==> config.mk <==
export PLATFORM = sky130hd
export DESIGN_NAME = synapse_feeder
export DESIGN_NICKNAME = d
export VERILOG_FILES = /design/src/rtl/synapse_feeder_pkg.sv /design/src/rtl/synapse_weight_rf.sv /design/src/rtl/synapse_feeder.sv
export SDC_FILE = /design/constraint.sdc
export NUM_CORES = 1
export LEC_CHECK = 0
export CAP_MARGIN = 20
export CELL_PAD_IN_SITES_DETAIL_PLACEMENT = 1
export CELL_PAD_IN_SITES_GLOBAL_PLACEMENT = 2
export CORE_UTILIZATION = 38
export CTS_BUF_LIST = sky130_fd_sc_hd__clkbuf_16
export DETAILED_ROUTE_END_ITERATION = 8
export PLACE_DENSITY_LB_ADDON = 0.1
export SYNTH_ARGS = -nofsm -noshare
export SYNTH_HDL_FRONTEND = slang
export SYNTH_HIERARCHICAL = 1
export SYNTH_SLANG_ARGS = --single-unit
==> constraint.sdc <==
create_clock -name clk -period 2.3 [get_ports clk]
set_clock_uncertainty 0.2 [all_clocks]
set_input_delay 0.46 -clock clk [delete_from_list [all_inputs] [get_ports clk]]
set_output_delay 0.46 -clock clk [all_outputs]
set_load 0.02 [all_outputs]
==> src/rtl/synapse_feeder_pkg.sv <==
// Shared definitions for the synapse feeder: default sizing and FSM state encoding.
// Ports: none (package only).
// Imported by synapse_feeder and synapse_weight_rf.
package synapse_feeder_pkg;

  localparam int N_SYN_DEFAULT  = 8;
  localparam int DATA_W_DEFAULT = 8;

  typedef enum logic [2:0] {
    ST_IDLE  = 3'd0,
    ST_SCAN  = 3'd1,
    ST_OFFER = 3'd2,
    ST_WAIT  = 3'd3,
    ST_LAST  = 3'd4
  } state_t;

endpackage

==> src/rtl/synapse_weight_rf.sv <==
// Weight register file: N_SYN signed weights, one write port, one combinational read port.
// Ports: clk/rst, wr_en/wr_addr/wr_data (write, lands on rising edge), rd_addr -> rd_data (same cycle).
// No backpressure; the write is always taken, gating is the caller's job.
module synapse_weight_rf
  import synapse_feeder_pkg::*;
#(
  parameter int N_SYN  = N_SYN_DEFAULT,
  parameter int DATA_W = DATA_W_DEFAULT,
  localparam int AW    = $clog2(N_SYN)
) (
  input  logic                     clk,
  input  logic                     rst,
  input  logic                     wr_en,
  input  logic [AW-1:0]            wr_addr,
  input  logic signed [DATA_W-1:0] wr_data,
  input  logic [AW-1:0]            rd_addr,
  output logic signed [DATA_W-1:0] rd_data
);

  logic signed [DATA_W-1:0] mem [N_SYN];

  always_ff @(posedge clk or posedge rst) begin
    if (rst) begin
      for (int i = 0; i < N_SYN; i++) mem[i] <= '0;
    end else if (wr_en && (int'(wr_addr) < N_SYN)) begin
      // Addresses past N_SYN (non power-of-two sizes) are dropped.
      mem[wr_addr] <= wr_data;
    end
  end

  assign rd_data = mem[rd_addr];

endmodule

==> src/rtl/synapse_feeder.sv <==
// Synapse feeder: walks the latched spike vector and offers the weight of each fired synapse to an adder.
// Ports: start/spike_in (begin evaluation), wr_* (weight write, idle only), startAdd/sinAddFin (adder handshake),
//        inReady/addend (offer), lastAdd (evaluation done), busy, n_added (accepted addends).
// Latency: 1 cycle per unfired synapse; 1 SCAN + 1 OFFER + WAIT per fired one. Offer held until startAdd.
module synapse_feeder
  import synapse_feeder_pkg::*;
#(
  parameter int N_SYN  = N_SYN_DEFAULT,
  parameter int DATA_W = DATA_W_DEFAULT,
  localparam int IW    = $clog2(N_SYN),
  localparam int CW    = $clog2(N_SYN + 1)
) (
  input  logic                     clk,
  input  logic                     rst,
  input  logic                     start,
  input  logic [N_SYN-1:0]         spike_in,
  input  logic                     wr_en,
  input  logic [IW-1:0]            wr_addr,
  input  logic signed [DATA_W-1:0] wr_data,
  input  logic                     startAdd,
  input  logic                     sinAddFin,
  output logic                     inReady,
  output logic                     lastAdd,
  output logic signed [DATA_W-1:0] addend,
  output logic                     busy,
  output logic [CW-1:0]            n_added
);

  localparam logic [IW-1:0] IDX_LAST = IW'(N_SYN - 1);
  localparam logic [CW-1:0] N_MAX    = CW'(N_SYN);

  state_t                   state_q, state_d;
  logic [IW-1:0]            idx_q, idx_d;
  logic [CW-1:0]            nadd_q, nadd_d;
  logic [N_SYN-1:0]         spikes_q, spikes_d;
  logic signed [DATA_W-1:0] addend_q, addend_d;
  logic signed [DATA_W-1:0] w_rd;

  // Writes only land while idle or parked in LAST; the start in the same
  // cycle reads the register file no earlier than the following SCAN, so
  // it sees the freshly written weight.
  synapse_weight_rf #(
    .N_SYN  (N_SYN),
    .DATA_W (DATA_W)
  ) u_rf (
    .clk     (clk),
    .rst     (rst),
    .wr_en   (wr_en & ~busy),
    .wr_addr (wr_addr),
    .wr_data (wr_data),
    .rd_addr (idx_q),
    .rd_data (w_rd)
  );

  always_ff @(posedge clk or posedge rst) begin
    if (rst) begin
      state_q  <= ST_IDLE;
      idx_q    <= '0;
      nadd_q   <= '0;
      spikes_q <= '0;
      addend_q <= '0;
    end else begin
      state_q  <= state_d;
      idx_q    <= idx_d;
      nadd_q   <= nadd_d;
      spikes_q <= spikes_d;
      addend_q <= addend_d;
    end
  end

  always_comb begin
    state_d  = state_q;
    idx_d    = idx_q;
    nadd_d   = nadd_q;
    spikes_d = spikes_q;
    addend_d = addend_q;
    case (state_q)
      // LAST accepts a new start exactly like IDLE.
      ST_IDLE, ST_LAST: begin
        if (start) begin
          spikes_d = spike_in;
          idx_d    = '0;
          nadd_d   = '0;
          state_d  = ST_SCAN;
        end
      end
      ST_SCAN: begin
        if (spikes_q[idx_q]) begin
          addend_d = w_rd;
          state_d  = ST_OFFER;
        end else if (idx_q == IDX_LAST) begin
          state_d = ST_LAST;
        end else begin
          idx_d = idx_q + IW'(1);
        end
      end
      ST_OFFER: begin
        if (startAdd) begin
          if (nadd_q != N_MAX) nadd_d = nadd_q + CW'(1);
          state_d = ST_WAIT;
        end
      end
      ST_WAIT: begin
        if (sinAddFin) begin
          if (idx_q == IDX_LAST) begin
            state_d = ST_LAST;
          end else begin
            idx_d   = idx_q + IW'(1);
            state_d = ST_SCAN;
          end
        end
      end
      default: state_d = ST_IDLE;
    endcase
  end

  // Outputs decode straight from the state register, so inReady and
  // lastAdd are mutually exclusive by construction.
  assign inReady = (state_q == ST_OFFER);
  assign lastAdd = (state_q == ST_LAST);
  assign busy    = (state_q != ST_IDLE) && (state_q != ST_LAST);
  assign addend  = addend_q;
  assign n_added = nadd_q;

endmodule

==> metrics.md, run 1 <==
| Metric | Value |
|---|---|
| Master cell of the clock root buffer | `sky130_fd_sc_hd__clkbuf_16` |
| Number of enable flip-flop cells after synthesis | `0` |
| Half-perimeter wire length of the detailed placement result | `6530 um` |
| Number of cell rows | `38` |
| TritonCTS clock tree | `done` |
| Later-pin clock latency in the skew report | `330 ps` |
| Reported leakage power | `0.00244 uW` |
| Worst Path Required | `2320 ps` |
| Total length of routed wires | `9450 um` |
| Ratio of total power to cell area | `1290 nW/um^2` |
| Total count of max-transition violations in the final report | `0` |
| Die width | `110 um` |
| Vias | `2684` |
| Flops & latches, synth | `90` |
| Total Nets Final | `378` |
| Setup repair after global routing missed its margin | `no` |
| Number of global-route vias before repair | `2890` |
| Critical path capture point type | `register` |
| Critical setup path kind | `register to register` |
| Final Hold Viols | `0` |
| Critical-path cell with the highest stage delay | `sky130_fd_sc_hd__mux4_1` |
| Clk pin slew, worst setup/hold paths | `60 ps` |
| Worst setup SP type | `register` |
| Mapped Nets | `317` |
| DR iter-0 viols | `86` |
| VDD IR max | `0.728 mV` |
| Final setup viols | `0` |
| Syn_area_per_cell | `15.3 um^2` |
| Leading cell type by number of instances after synthesis | `sky130_fd_sc_hd__dfrtp_1` |
| Async set or reset register ratio after synthesis | `100%` |
| Die Footprint | `12000 um^2` |
| Count of boundary I/O pins | `40` |
| Setup TNS Final | `0 ps` |
| Placed cell area | `5140 um^2` |
| Delay contributed by the slowest stage of the critical path | `620 ps` |
| Maximum number of pins on one net before global-route repair | `65` |
| Count of input and output buffers | `39` |
| Headroom to the max-slew limit | `74.9%` |
| Pin slew with the least headroom to its limit | `375 ps` |
| Diodes inserted | `0` |
| Library cells used by synthesis | `46` |
| Achievable Freq | `0.460 GHz` |
| Post-route clock period utilization | `94.4%` |
| Cts hold-fix bufs | `0` |
| Routability Congestion | `0.784` |
| Area growth, synth to finish | `22.9%` |
| Instance count after placement with tap cells included | `478` |
| Global-route wire length before repair | `15600 um` |
| Area of the core | `11100 um^2` |
| Shortest period the worst path allows | `2170 ps` |
| Synthesis warning total | `6` |
| TritonCTS sink count | `90` |
| Synth top area cells | `sky130_fd_sc_hd__dfrtp_1, sky130_fd_sc_hd__mux2_2, sky130_fd_sc_hd__mux4_1, sky130_fd_sc_hd__mux2_4, sky130_fd_sc_hd__ha_1` |
| Synthesized cell area | `4400 um^2` |
| Critical Path AT | `2190 ps` |
| Largest delay contributor family on the critical path | `multiplexers` |
| CTS Buf Count | `9` |
| Share of layout cells above drive strength 1 | `41.4%` |
| Area leader, netlist | `sky130_fd_sc_hd__dfrtp_1` |
| Resized Gates After CTS | `3` |
| Post-placement setup slack | `-129 ps` |
| Post-CTS Setup Bufs | `0` |
| Remaining global-route overflow | `0` |
| Filler instances | `1124` |
| Initial Utilization | `39.7%` |
| Combined global-route utilization of all metal layers | `18.2%` |
| Utilization after layout | `48.8%` |
| Antenna violations before repair | `0` |
| Count of H-tree levels built during CTS | `3` |
| Worst Path Max Fanout | `10` |
| Cell types with the highest counts after synthesis | `sky130_fd_sc_hd__dfrtp_1, sky130_fd_sc_hd__mux2_2, sky130_fd_sc_hd__mux4_1` |
| Fraction of synthesized cell area taken by the top area cell type | `51.2%` |
| Ratio of routed vias to standard cells | `5.44` |
| Run status | `finished clean` |
| Clock Tree Buf Depth | `2` |
| Final ANT Viol Nets | `0` |
| WL/cell | `19.2 um` |
| Fraction of the yosys area taken by sequential cells | `51.2%` |
| Type of the most critical hold path | `register to register` |
| Max-capacitance violation count | `0` |
| Post-route DRC | `0` |
| Number of standard cells after synthesis | `288` |
| Buf/Inv on CP | `1` |
| Drt first pass iters | `4` |
| Most frequently used flop master after synthesis | `sky130_fd_sc_hd__dfrtp_1` |
| Vert. Die Dim | `110 um` |
| Cell Count, Final, Fillers Out | `493` |
| Chain of cells forming the critical path | `buf_4 > mux4_1 > mux2_2 > mux2_4` |
| Final design area excluding fillers | `5410 um^2` |
| Worst-case setup margin in the final layout | `128 ps` |
[kinds of logic (layout without fill, tap and decap cells)]
logic type	Yosys count	count (layout)	share of synthesized area, %
DFF	90	90	51.2
AOI/OAI and AO/OA	21	21	4.15
buffers and inverters	23	88	3.44
and+or+nand+nor	42	42	6.26
muxes	108	108	33.8
adders and majority gates	4	4	1.14
[area by class of cell]
type | instances | area (um^2) | area share (%)
Clock buffer | 9 | 225 | 4.17
Inverter | 6 | 22.5 | 0.417
Sequential cell | 90 | 2250 | 41.7
Multi-Input combinational cell | 175 | 2030 | 37.5
Clock inverter | 6 | 27.5 | 0.509
Timing Repair Buffer | 67 | 676 | 12.5
Tap cell | 140 | 175 | 3.24
[cell usage in the layout (no fill, tap or decap), types with 4 or more instances in the layout]
cell	synthesis	final
sky130_fd_sc_hd__buf_12	0	6
sky130_fd_sc_hd__buf_4	1	22
sky130_fd_sc_hd__clkbuf_16	0	9
sky130_fd_sc_hd__clkdlybuf4s50_1	0	36
sky130_fd_sc_hd__dfrtp_1	90	89
sky130_fd_sc_hd__ha_1	4	4
sky130_fd_sc_hd__inv_1	5	6
sky130_fd_sc_hd__mux2_2	80	80
sky130_fd_sc_hd__mux2_4	10	10
sky130_fd_sc_hd__mux4_1	15	15
sky130_fd_sc_hd__nand2_1	6	6
sky130_fd_sc_hd__nor2_1	7	6
sky130_fd_sc_hd__o21ai_0	4	4
sky130_fd_sc_hd__or3_1	4	4
[stage by stage]
| stage | hold WS [ps] | total power [uW] |
|---|---|---|
| after CTS | 301 | 7090 |
| after detailed placement | 286 | 5760 |
| after global placement | 279 | 5670 |
| final | 298 | 6980 |
| after floorplan | 270 | 4850 |
| after global routing | 312 | 7480 |
[worst paths after layout]
check                             startpoint           end  slack, ps  cells after the start
worst max-delay path                idx_q[2]     addend[1]        130                      4
min in group asynchronous                rst  u_rf/mem[37]        340                      3
max in group asynchronous                rst      idx_q[0]       1270                      3
worst max register to register      idx_q[2]     addend[1]        130                      4
worst min-delay path            u_rf/mem[53]  u_rf/mem[53]        300                      1
worst min register to register  u_rf/mem[53]  u_rf/mem[53]        300                      1
[power by group]
group          switching [uW]  internal, uW
sequential                415          2330
clock                     579           709
combinational            1140          1810
[flip-flops by register name (all words and copies together) (netlist names)]
| signal | flops |
|---|---|
| idx_q | 3 |
| n_added | 4 |
| u_rf/mem | 64 |
| state_q | 3 |
| addend | 8 |
| spikes_q | 8 |
[per-layer routing]
layer  part of all wire (%)  vias to the layer above  GRT usage, %  routed length [um]
met5                      0                        -             0                   0
met4                    1.7                        0          8.00                 157
met3                    2.4                       10          2.73                 227
met2                     47                       34          29.2                4480
met1                     49                     1407          24.5                4580
li1                       -                     1233             -                   -
(Power assumes the default switching activity.)
==> run 2, diff against run 1 <==
--- a/config.mk
+++ b/config.mk
@@ -5,6 +5,7 @@
 export SDC_FILE = /design/constraint.sdc
 export NUM_CORES = 1
 export LEC_CHECK = 0
+export ABC_CLOCK_PERIOD_IN_PS = 2300
 export CAP_MARGIN = 20
 export CELL_PAD_IN_SITES_DETAIL_PLACEMENT = 1
 export CELL_PAD_IN_SITES_GLOBAL_PLACEMENT = 2
==> results of run 2 <==
The final DEF is identical to that of run 1; final timing and power are the same.
